### src/rtl/regfile_wb_arbiter.sv
// -----------------------------------------------------------------------------
// regfile_wb_arbiter
//
// Purpose:
//   Shares the single register-file write port between two writeback sources:
//   req0 (ALU) and req1 (load/store unit). The two requesters are arbitrated
//   round-robin over a valid/ready handshake. The granted write is registered
//   into a one-entry output stage that drives the register file. A pending-write
//   scoreboard tells decode which source registers still have a write in flight.
//
// Ports:
//   i_clk                       clock, all state updates on the rising edge
//   i_reset                     synchronous active-high reset
//   i_req0_valid/index/data     ALU writeback request
//   o_req0_ready                grant to req0 (combinational)
//   i_req1_valid/index/data     LSU writeback request
//   o_req1_ready                grant to req1 (combinational)
//   o_wr_en/o_wr_index/o_wr_data  register file write port (registered)
//   i_issue_en, i_issue_rd      decode issued an instruction that writes issue_rd
//   i_rd_index1, i_rd_index2    source registers being decoded
//   o_rd_hazard1, o_rd_hazard2  source register has a pending write (combinational)
//   o_busy                      scoreboard bit vector (registered)
// -----------------------------------------------------------------------------
module regfile_wb_arbiter #(
    parameter int DATA_WIDTH = 32,
    parameter int ADDR_WIDTH = 5
) (
    input  logic                        i_clk,
    input  logic                        i_reset,

    input  logic                        i_req0_valid,
    input  logic [ADDR_WIDTH-1:0]       i_req0_index,
    input  logic [DATA_WIDTH-1:0]       i_req0_data,
    output logic                        o_req0_ready,

    input  logic                        i_req1_valid,
    input  logic [ADDR_WIDTH-1:0]       i_req1_index,
    input  logic [DATA_WIDTH-1:0]       i_req1_data,
    output logic                        o_req1_ready,

    output logic                        o_wr_en,
    output logic [ADDR_WIDTH-1:0]       o_wr_index,
    output logic [DATA_WIDTH-1:0]       o_wr_data,

    input  logic                        i_issue_en,
    input  logic [ADDR_WIDTH-1:0]       i_issue_rd,
    input  logic [ADDR_WIDTH-1:0]       i_rd_index1,
    input  logic [ADDR_WIDTH-1:0]       i_rd_index2,
    output logic                        o_rd_hazard1,
    output logic                        o_rd_hazard2,
    output logic [(2**ADDR_WIDTH)-1:0]  o_busy
);

    localparam int NUM_REGS = 2**ADDR_WIDTH;

    // r_last_gnt1 = 1 when req1 received the most recent grant. Resetting it
    // to 1 hands priority to req0 first.
    logic                   r_last_gnt1;
    logic                   r_wr_en;
    logic [ADDR_WIDTH-1:0]  r_wr_index;
    logic [DATA_WIDTH-1:0]  r_wr_data;
    logic [NUM_REGS-1:0]    r_busy;

    logic                   w_grant0;
    logic                   w_grant1;
    logic                   w_xfer;
    logic [ADDR_WIDTH-1:0]  w_sel_index;
    logic [DATA_WIDTH-1:0]  w_sel_data;
    logic [NUM_REGS-1:0]    w_busy_next;

    // Grants depend only on the valids, the priority pointer and reset, never
    // on index or data, so there is no data-to-ready combinational path.
    assign w_grant0 = !i_reset && i_req0_valid && (!i_req1_valid ||  r_last_gnt1);
    assign w_grant1 = !i_reset && i_req1_valid && (!i_req0_valid || !r_last_gnt1);
    assign w_xfer   = w_grant0 || w_grant1;

    assign o_req0_ready = w_grant0;
    assign o_req1_ready = w_grant1;

    assign w_sel_index = w_grant1 ? i_req1_index : i_req0_index;
    assign w_sel_data  = w_grant1 ? i_req1_data  : i_req0_data;

    // Scoreboard next state. The clear is applied before the set so that a
    // same-cycle issue to the retiring index keeps the bit: the newer producer
    // is still outstanding.
    always_comb begin
        // NOTE: every always_comb output gets a default first so no path can
        // leave it unassigned and infer a latch.
        w_busy_next = r_busy;
        if (w_xfer && (w_sel_index != '0)) begin
            w_busy_next[w_sel_index] = 1'b0;
        end
        if (i_issue_en && (i_issue_rd != '0)) begin
            w_busy_next[i_issue_rd] = 1'b1;
        end
        w_busy_next[0] = 1'b0;  // x0 is never written, so never pending
    end

    // NOTE: sequential state uses non-blocking assignments so every register
    // samples the pre-edge values, independent of statement order.
    always_ff @(posedge i_clk) begin
        if (i_reset) begin
            r_last_gnt1 <= 1'b1;
            r_wr_en     <= 1'b0;
            r_wr_index  <= '0;
            r_wr_data   <= '0;
            r_busy      <= '0;
        end else begin
            r_busy <= w_busy_next;
            if (w_xfer) begin
                r_last_gnt1 <= w_grant1;
                // A write to x0 is accepted but never reaches the register file.
                r_wr_en     <= (w_sel_index != '0);
                r_wr_index  <= w_sel_index;
                r_wr_data   <= w_sel_data;
            end else begin
                r_wr_en     <= 1'b0;
            end
        end
    end

    assign o_wr_en    = r_wr_en;
    assign o_wr_index = r_wr_index;
    assign o_wr_data  = r_wr_data;
    assign o_busy     = r_busy;

    // A source is hazardous while its producer is outstanding, and also in the
    // cycle its write sits in the output stage before the register file has it.
    assign o_rd_hazard1 = (i_rd_index1 != '0) &&
                          (r_busy[i_rd_index1] || (r_wr_en && (r_wr_index == i_rd_index1)));
    assign o_rd_hazard2 = (i_rd_index2 != '0) &&
                          (r_busy[i_rd_index2] || (r_wr_en && (r_wr_index == i_rd_index2)));

endmodule

### config.mk
export PLATFORM = sky130hd
export DESIGN_NAME = regfile_wb_arbiter
export DESIGN_NICKNAME = d
export VERILOG_FILES = /design/src/rtl/regfile_wb_arbiter.sv
export SDC_FILE = /design/constraint.sdc
export NUM_CORES = 1
export LEC_CHECK = 0
export ABC_AREA = 1
export BUFFER_PORTS_ARGS = -buffer_cell sky130_fd_sc_hd__buf_2
export CORE_AREA = 10 10 120 122
export CTS_BUF_LIST = sky130_fd_sc_hd__clkbuf_4 sky130_fd_sc_hd__clkbuf_8 sky130_fd_sc_hd__clkbuf_16
export DETAILED_ROUTE_END_ITERATION = 10
export DIE_AREA = 0 0 130 132
export MAX_ROUTING_LAYER = met4
export PLACE_DENSITY_LB_ADDON = 0.3
export SYNTH_ARGS = -nofsm -noshare
export SYNTH_HDL_FRONTEND = slang
export SYNTH_SLANG_ARGS = --single-unit
export TNS_END_PERCENT = 50
### constraint.sdc
create_clock -name i_clk -period 3.2 [get_ports i_clk]
set_input_delay 0.48 -clock i_clk [delete_from_list [all_inputs] [get_ports i_clk]]
set_output_delay 0.48 -clock i_clk [all_outputs]
set_load 0.02 [all_outputs]
==> summary.txt, run 1 <==
Final layout
  • Area delta synth->final: 29.3%
  • Fraction of layout cells with a size suffix above 1: 28.5%
  • # fillers: 1335
  • Number of nets in the layout: 881
  • N_diodes: 0
  • Final Non-Filler Cells: 939

CTS
  • Clk slew on worst S/H paths: 0.05 ns
  • H-tree Lvls: 3
  • Setup Fix Bufs, Post-CTS: 0
  • CTS Hold Bufs: 0
  • Cell chosen for the clock root: clkbuf_16
  • Deepest clock path buffer count: 2
  • CTS tree: done
  • Total CTS buffers: 9
  • Cts repair resizes: 0
  • Skew-Pair Late Insertion Delay: ~0.33 ns
  • # clock sinks: 70

Placement
  • Gpl congestion: around 0.91
  • Dpl cells: 923
  • Port bufs: about 170
  • Post-DP HPWL: between 10 and 15 mm

Global routing
  • First-pass GRT wire length: between 20 and 30 mm
  • Antenna violations before repair: 0
  • Grt ovf: 0
  • Gr usage total: 18.9%
  • Largest net degree at the start of global routing: 67
  • Vias in the first global route: 4755

Yosys
  • Syn_area_per_cell: 6.42 µm²
  • Syn_nets: 731
  • Synth area leader: dfxtp_1
  • Mapped Cells: 637
  • Commonest cells post-synth: 195 x nand2_1, 70 x dfxtp_1, 62 x nand3_1, 50 x o21ai_0, 49 x nor2_1
  • Synth area leaders: dfxtp_1 34%, nand2_1 18%, nand3_1 7.6%
  • Synth cell types: 28
  • Most frequent cell after synthesis: nand2_1
  • Yosys reg bits: 70
  • Mapped cell area: between 4000 and 5000 µm²
  • Synth async-reset ratio: 0%
  • Sequential-to-total area share from yosys stat: 34.3%
  • Syn. warnings: 0
  • Top FF cell, synth: dfxtp_1
  • Post-synth top area share: 34.3%
  • Number of flops mapped to enable cells by yosys: 0

Die
  • Rows: 40
  • Chip Height: 132 µm
  • Die Area: 17200 µm²
  • Initial Utilization: between 30% and 40%
  • Die W: 130 µm
  • Core area: 11900 µm²
  • Boundary Pins: 168

Worst setup path
  • Crit Path Max Fanout: 18
  • Reg-to-Reg End: o_busy[29]
  • Crit path kind: input port to output port
  • Register-to-register setup slack: 1.14 ns
  • CP delay by family, top: simple AND/OR/NAND/NOR gates
  • Reg2reg start: r_last_gnt1
  • Worst path cell trace: buf_2 -> inv_1 -> nor2_1 -> a21oi_1 -> nand2_1 -> nand3_1 -> nand2_1 -> nor2_1 -> a21oi_1 -> buf_2
  • Startpoint types: input port
  • CP bufs+invs: 3
  • CP Data Required Time: 2.72 ns
  • Setup crit end kind: output port
  • Arr. time, crit path: 2.09 ns
  • Critical Path Max Stage Delay: a little over 0.4 ns
  • Crit-path slowest cell: nor2_1
  • FF-to-FF path depth: 11

Power
  • Power, Total: 2480 µW
  • Leakage power: 0.00240 µW
  • Peak VDD IR: between 0.0002 and 0.0003 V
  • Power density cells: between 400 and 500 nW/µm²

Timing
  • RSZ-0062 raised after global routing: false
  • Max Fclk: 0.389 GHz
  • Clock skew: approximately 0.0051 ns
  • Worst slew margin: between 30% and 40%
  • Final Max Tran Viols: 0
  • Hold Fails Final Rpt: 0
  • Tcrit/Tclk final: 80.4%
  • Minimum clock period: 2.57 ns
  • Endpoints failing setup: 0
  • Setup TNS: 0 ns
  • Worst Tran Pin Value: 0.986 ns

Detailed routing
  • DR iter-0 viols: 355
  • Via-to-Cell Ratio: 5.19
  • Via Count: 4870
  • Final wirelength: 16.1 mm
  • Avg WL per Cell: 17.1 µm
  • Antenna-violating nets left: 0
  • Drc violations: 0
  • Drt first pass iters: 6

Run
  • Max-cap violations: 0

Hold path
  • HP Start: i_req0_valid
  • Hold-critical path depth: 2
  • Hold Path End: r_last_gnt1
  • Min-Delay Path Class: input port to flop

Run status
  • Outcome: completed
[cells in the final DEF (no fill, tap or decap), types with 3 or more instances in the layout]
cell	count
nor2_1	49
nand3_1	62
o22ai_1	5
nand4_1	6
buf_2	166
clkbuf_16	9
o211ai_1	5
a21oi_1	36
nand2_2	6
o21ai_0	50
nor2_4	3
a31oi_1	32
nand2_1	195
buf_4	8
nor3_1	12
a21oi_2	20
dfxtp_1	70
inv_1	40
[layout make-up]
cell class	count	area [µm²]	share of cell area (%)
Multi-Input combinational cell	489	2340	44.2
Sequential cell	70	1400	26.5
Timing Repair Buffer	174	891	16.8
Clock buffer	13	268	5.06
Tap cell	147	184	3.48
Inverter	43	164	3.10
Clock inverter	3	42.5	0.804
[how the worst max path moves through the flow]
stage                         startpoint      endpoint  slack [ns]  depth (start not counted)
after floorplan           i_rd_index2[0]  o_rd_hazard2        1.03                          9
after global placement    i_rd_index2[0]  o_rd_hazard2        0.61                         10
after detailed placement  i_rd_index2[0]  o_rd_hazard2        0.65                         10
after CTS                 i_rd_index2[0]  o_rd_hazard2        0.65                         10
after global routing      i_rd_index1[0]  o_rd_hazard1        0.45                         10
final                     i_rd_index1[0]  o_rd_hazard1        0.63                         10
[through the flow]
| step | util [%] | worst slack (ns) | hold WS (ns) | area [µm²] |
|---|---|---|---|---|
| finish | 44.4 | 0.626 | 0.404 | 5290 |
| global route | 44.4 | 0.448 | 0.405 | 5290 |
| CTS | 44.4 | 0.647 | 0.397 | 5290 |
| detailed placement | 41.8 | 0.647 | 0.476 | 4980 |
| global placement | 41.8 | 0.613 | 0.475 | 4980 |
| floorplan | - | 1.03 | 0.482 | 4090 |
[cell families after synthesis]
logic type	count (synthesis)	share of synthesized area, %
AND/OR/NAND/NOR	339	35.6
AO/OA/AOI/OAI	149	21.5
buffers and inverters	78	8.53
flip-flops	70	34.3
other	1	0.0917
[layer usage]
| metal | GRT usage [%] | up-vias | share of wire (%) |
|---|---|---|---|
| met5 | - | - | 0 |
| met4 | 5.63 | 0 | 1.7 |
| met3 | 6.84 | 19 | 11 |
| met2 | 27.6 | 240 | 43 |
| met1 | 23.9 | 2178 | 44 |
| li1 | - | 2433 | - |
[power by group]
group	switching, µW	leakage [µW]	internal, µW
Combinational	330	0.00168	162
Sequential	36.0	0.000573	923
Clock	365	0.000153	662
[flip-flops by register name, indices dropped and copies added (netlist names)]
name         cells
o_busy          31
o_wr_data       32
o_wr_en          1
o_wr_index       5
r_last_gnt1      1
Power figures use the tool's default switching activity.
==> run 2: changes to the inputs <==
==> constraint.sdc (replaced) <==
create_clock -name i_clk -period 2.1 [get_ports i_clk]
set_input_delay 0.315 -clock i_clk [delete_from_list [all_inputs] [get_ports i_clk]]
set_output_delay 0.315 -clock i_clk [all_outputs]
set_load 0.02 [all_outputs]
==> run 2 against run 1 <==
Net effect: die area stayed put; via count decreased by 1.2%; utilization is 0.66 points higher; first-iteration DRC count fell by 22%; setup slack worse by 0.50 ns; critical path depth decreased by 1; critical path type is now flop to output port.
==> summary.txt, run 2 (synthesized netlist as in run 1, its figures left out) <==
Run status
  • Outcome: completed

CTS
  • Cell chosen for the clock root: clkbuf_16
  • Clk slew on worst S/H paths: 0.05 ns
  • Total CTS buffers: 9
  • Deepest clock path buffer count: 2
  • # clock sinks: 70
  • Skew-Pair Late Insertion Delay: between 0.3 and 0.4 ns
  • CTS tree: done
  • Setup Fix Bufs, Post-CTS: 0
  • H-tree Lvls: 3

Placement
  • Post-DP HPWL: 12.5 mm
  • Gpl congestion: 0.906
  • Port bufs: roughly 170
  • Dpl cells: 932
  • Placed Area: approximately 5100 µm²

Timing
  • Final Max Tran Viols: 0
  • Setup TNS: 0 ns
  • Max Fclk: 0.508 GHz
  • Tcrit/Tclk final: 93.8%
  • Clock skew: 0.00530 ns
  • RSZ-0062 raised after global routing: false
  • Worst slew margin: 57.3%
  • Hold Fails Final Rpt: 0
  • Worst Tran Pin Value: 0.635 ns
  • Minimum clock period: 1.97 ns
  • Endpoints failing setup: 0

Final layout
  • Storage element area: 1410 µm²
  • Commonest non-fill, non-tap cell in the layout: nand2_1
  • Final Non-Filler Cells: between 900 and 1k
  • Max reg flops: 32
  • Commonest non-fill, non-tap cells in the layout: 195 x nand2_1, 165 x buf_2, 67 x dfxtp_1
  • # fillers: 1331
  • Area delta synth->final: 31.3%
  • Area of the multi-input gates: ~2300 µm²
  • Post-route cell area: between 5000 and 6000 µm²
  • N_diodes: 0
  • Fraction of layout cells with a size suffix above 1: between 20% and 30%
  • Number of nets in the layout: 890

Worst setup path
  • Setup crit end kind: output port
  • Startpoint types: flop
  • Crit path kind: flop to output port
  • CP Data Required Time: 1.78 ns
  • Arr. time, crit path: 1.65 ns
  • Crit Path Max Fanout: 3

Power
  • Power density cells: approximately 700 nW/µm²
  • Leakage power: roughly 0.0024 µW
  • Peak VDD IR: 0.000372 V

Die
  • Die Area: around 17000 µm²
  • Rows: 40
  • Boundary Pins: 168
  • Chip Height: 132 µm
  • Core area: 11900 µm²
  • Die W: 130 µm
  • Initial Utilization: 34.3%

Global routing
  • Gr usage total: 18.2%
  • Grt ovf: 0
  • Largest net degree at the start of global routing: 63
  • Antenna violations before repair: 0
  • First-pass GRT wire length: 24.5 mm
  • Vias in the first global route: 4695

Detailed routing
  • Drc violations: 0
  • Drt first pass iters: 5
  • Via-to-Cell Ratio: 5.08
  • Via Count: 4813
  • Avg WL per Cell: approximately 16 µm
  • Final wirelength: 15.6 mm
  • DR iter-0 viols: 277
  • Antenna-violating nets left: 0

Hold path
  • Min-Delay Path Class: input port to flop

Run
  • Max-cap violations: 0
==> run 2: through the flow <==
| step | setup slack [ns] | util (%) | power, µW | hold slack, ns |
|---|---|---|---|---|
| 4_1_cts | 0.0758 | 45.0 | 3770 | 0.229 |
| 2_1_floorplan | 0.260 | - | 1950 | 0.444 |
| 3_3_place_gp | 0.0968 | 42.5 | 2250 | 0.472 |
| 5_1_grt | 0.00246 | 45.1 | 3910 | 0.238 |
| 6_report | 0.130 | 45.1 | 3740 | 0.235 |
| 3_5_place_dp | 0.0905 | 42.5 | 2240 | 0.482 |
==> run 2: final timing paths <==
check | start | end | slack (ns) | cells past startpoint
setup / recovery | o_busy[10] | o_rd_hazard1 | 0.13 | 9
hold / removal | i_req0_valid | r_last_gnt1 | 0.24 | 2
setup reg to reg | r_last_gnt1 | o_busy[4] | 0.40 | 8
hold reg to reg | o_busy[19] | o_busy[19] | 0.49 | 2
==> run 2: final cells by class <==
type | instances | share of cell area (%)
multi-input combinational | 489 | 43.6
sequential | 70 | 26.2
timing repair buffer | 183 | 18.1
clock buffer | 10 | 4.45
tap | 147 | 3.42
inverter | 43 | 3.05
clock inverter | 6 | 1.14
==> run 2: timing repair <==
| action | in CTS | in global routing |
|---|---|---|
| hold buffers | 0 | 0 |
| endpoints found under the setup margin | 0 | 1 |
| gates resized for setup | 0 | 5 |
==> run 2: worst max-delay path, cell delays in order (launching register included) <==
cell	delay (ns)
dfxtp_2	0.35
inv_1	0.05
o21ai_0	0.17
nand2_1	0.09
nand3_1	0.07
nand3_1	0.07
nor2_1	0.09
nor2_1	0.04
a21oi_1	0.20
buf_4	0.18
==> run 2: report_power, final <==
group | leakage (µW) | switching, µW | internal (µW) | total, µW
registers | 0.000575 | 53.2 | 1410 | 1460
logic | 0.00173 | 493 | 264 | 756
clock network | 0.000148 | 577 | 946 | 1520
total | 0.00245 | 1120 | 2620 | 3740
==> run 2: routing by layer <==
metal	share of wire, %	track usage [%]	up-vias
li1	-	-	2453
met3	10	6.68	17
met2	43	27.2	243
met1	45	22.7	2100
met4	1.3	4.63	0
met5	0	-	-
==> run 3: changes to the inputs <==
--- a/config.mk
+++ b/config.mk
@@ -5,12 +5,12 @@
 export SDC_FILE = /design/constraint.sdc
 export NUM_CORES = 1
 export LEC_CHECK = 0
-export ABC_AREA = 1
 export BUFFER_PORTS_ARGS = -buffer_cell sky130_fd_sc_hd__buf_2
-export CORE_AREA = 10 10 120 122
+export CORE_AREA = 10 10 117 119
 export CTS_BUF_LIST = sky130_fd_sc_hd__clkbuf_4 sky130_fd_sc_hd__clkbuf_8 sky130_fd_sc_hd__clkbuf_16
 export DETAILED_ROUTE_END_ITERATION = 10
-export DIE_AREA = 0 0 130 132
+export DIE_AREA = 0 0 127 129
+export GPL_ROUTABILITY_DRIVEN = 0
 export MAX_ROUTING_LAYER = met4
 export PLACE_DENSITY_LB_ADDON = 0.3
 export SYNTH_ARGS = -nofsm -noshare
==> run 3 against run 2 <==
Net effect: the flow now finishes with violations (setup timing); non-clock buffer count rose by 8; area after synthesis fell by 5.5%; wire length down 9.3%; sequential share of layout area increased by 0.82 points; sequential power about the same; flip-flop and latch count unchanged; fmax is 11% lower; die area fell by 4.5%; utilization increased by 1.0 points; synthesized cell count shrank 22%; clock power is 9% lower; combinational power shrank 11%; critical path type unchanged.
==> summary.txt, run 3 <==
Power
  • Combinational fraction of design power: 19.3%
  • Psw: 1030 µW
  • Power, Total: between 3000 and 4000 µW
  • Internal: 2470 µW
  • Clock power frac: 39.5%
  • Leakage power: 0.00231 µW
  • Power density cells: between 600 and 700 nW/µm²
  • Register share of total power: 41.2%
  • Switching share of power: 29.5%
  • Peak VDD IR: approximately 0.00043 V

Worst setup path
  • Register-to-register setup slack: around 0.14 ns
  • Arr. time, crit path: 1.89 ns
  • Crit Path Max Fanout: 4
  • Reg-to-Reg End: o_busy[5]
  • Crit path kind: flop to output port
  • FF-to-FF path depth: 5
  • Crit path from: o_busy[15]
  • CP Data Required Time: 1.78 ns
  • Setup crit end kind: output port
  • Startpoint types: flop
  • Reg2reg start: r_last_gnt1
  • CP Capture Point: o_rd_hazard1

Detailed routing
  • Drc violations: 0
  • Final wirelength: about 14 mm
  • Drt first pass iters: 4
  • Antenna-violating nets left: 0
  • DR iter-0 viols: 188
  • Avg WL per Cell: 17.5 µm
  • Via-to-Cell Ratio: 5.32
  • Via Count: 4318

Final layout
  • Commonest non-fill, non-tap cells in the layout: 165 x buf_2, 118 x nand2_1, 64 x dfxtp_1
  • Storage element area: 1410 µm²
  • Number of nets in the layout: 756
  • # fillers: between 1k and 1.5k
  • Fraction of layout cells with a size suffix above 1: around 35%
  • Area of the multi-input gates: about 2300 µm²
  • Final Non-Filler Cells: 811
  • Fin util: a little under half
  • Commonest non-fill, non-tap cell in the layout: buf_2
  • Area delta synth->final: 35.0%
  • Max reg flops: 32

CTS
  • Cell chosen for the clock root: clkbuf_16
  • CTS tree: done
  • # clock sinks: 70
  • Total CTS buffers: 9
  • Clk slew on worst S/H paths: 0.06 ns
  • H-tree Lvls: 3
  • Skew-Pair Late Insertion Delay: approximately 0.33 ns
  • CTS Hold Bufs: 0
  • Deepest clock path buffer count: 2

Timing
  • Worst slew margin: 48.6%
  • Clock skew: just over 0.006 ns
  • RSZ-0062 raised after global routing: true
  • Final Max Tran Viols: 0
  • Endpoints failing setup: 2
  • Minimum clock period: approximately 2.2 ns
  • Tcrit/Tclk final: 105%
  • Max Fclk: 0.454 GHz
  • Hold Fails Final Rpt: 0
  • Worst Tran Pin Value: 0.766 ns
  • Final WS setup: -0.104 ns

Global routing
  • Largest net degree at the start of global routing: 53
  • Grt ovf: 0
  • First-pass GRT wire length: ~22 mm
  • Vias in the first global route: 4427
  • Antenna violations before repair: 1
  • Gr usage total: 17.1%

Placement
  • Post-DP HPWL: 11.1 mm
  • Port bufs: 166
  • Dpl cells: just under 800

Die
  • Chip Height: 129 µm
  • Initial Utilization: 34.2%
  • Rows: 39
  • Core area: between 10000 and 15000 µm²
  • Die W: roughly 130 µm
  • Boundary Pins: ~170
  • Die Area: 16400 µm²

Yosys
  • Number of flops mapped to enable cells by yosys: 0
  • Syn. warnings: 0
  • Synth async-reset ratio: 0%
  • Synth cell types: 48
  • Most frequent cell after synthesis: nand2_1
  • Commonest cells post-synth: 119 x nand2_1, 70 x dfxtp_1, 46 x nor2_1, 37 x a311oi_1, 36 x o21ai_0
  • Syn_area_per_cell: 7.78 µm²
  • Sequential-to-total area share from yosys stat: 36.2%
  • Top FF cell, synth: dfxtp_1
  • Synth area leaders: dfxtp_1 36%, nand2_1 12%, a311oi_1 8.4%
  • Post-synth top area share: between 30 and 40%
  • Syn_nets: 591
  • Mapped Cells: 497
  • Yosys reg bits: 70
  • Mapped cell area: 3870 µm²
  • Synth area leader: dfxtp_1

Run status
  • Violations in the final reports: setup timing
  • Outcome: finished with violations

Hold path
  • Min-Delay Path Class: input port to flop
  • HP Start: i_issue_rd[0]

Run
  • Max-cap violations: 0
-- run 3: changes by cell type after synthesis, moves of 6 or more --
cell / change
a21oi_2: -20
a311oi_1: +37
a31oi_1: -23
buf_2: +7
inv_1: -31
mux2i_1: +9
mux4_2: +8
nand2_1: -76
nand2b_1: +6
nand3_1: -60
o21ai_0: -14
xnor2_1: +6
-- run 3: worst min-delay path by stage --
stage,slack (ns),to,cells after the start
floorplan,0.42,r_last_gnt1,1
detailed placement,0.49,o_wr_data[2],2
finish,0.22,o_busy[2],2
CTS,0.22,o_busy[2],2
global placement,0.48,o_wr_data[3],2
global route,0.23,o_busy[2],2
-- run 3: critical path, stage by stage (launching register included) --
cell and delay, ns:
dfxtp_2 0.34, mux4_2 0.46, nand2_1 0.08, nand2_2 0.06, a2111oi_2 0.26, and3b_1 0.22
buf_6 0.13
-- run 3: logic make-up after synthesis --
kind of cell	after synthesis	share of synthesized area [%]
buffers and inverters	47	5.40
xor gates and xnor gates	10	2.27
other	1	0.0970
and+or+nand+nor	211	24.0
DFF	70	36.2
muxes	21	8.93
AOI/OAI and AO/OA	137	23.0
-- run 3: per-layer routing --
| layer | global-route usage [%] | up-vias | wire length, µm |
|---|---|---|---|
| li1 | - | 2115 | - |
| met1 | 20.2 | 2010 | 6110 |
| met5 | - | - | 0 |
| met2 | 27.8 | 179 | 6800 |
| met4 | 5.69 | 0 | 258 |
| met3 | 4.68 | 14 | 988 |
-- run 3: repair_timing --
| item | CTS | global route |
|---|---|---|
| buffers inserted | 2 | 0 |
| endpoints found under the setup margin | 2 | 2 |
| gates cloned | 0 | 0 |
| pin swaps | 4 | 0 |
| resized for setup | 12 | 2 |
-- run 3: cell type report --
cell class,count,share of cell area [%]
inverter,10,0.719
clock inverter,6,0.743
sequential,70,27.0
antenna,1,0.0479
multi-input combinational,380,43.5
timing repair buffer,191,20.1
tap,143,3.43
clock buffer,10,4.46
-- run 3: stage by stage --
step / instance area [µm²] / hold WS, ns / setup TNS [ns] / worst slack, ns
6_report: 5220 / 0.222 / -0.185 / -0.104
5_1_grt: 5220 / 0.230 / -0.393 / -0.206
4_1_cts: 5210 / 0.215 / -0.253 / -0.131
3_5_place_dp: 4910 / 0.488 / -0.0497 / -0.0497
3_3_place_gp: 4910 / 0.481 / -0.0498 / -0.0498
2_1_floorplan: 3870 / 0.415 / 0 / 0.111
-- run 3: power by group through the flow --
stage	Sequential (µW)	Combinational (µW)	Clock, µW
global route	1450	743	1460
finish	1440	676	1380
detailed placement	1470	674	0
global placement	1470	662	0
CTS	1440	679	1400
floorplan	1540	315	0
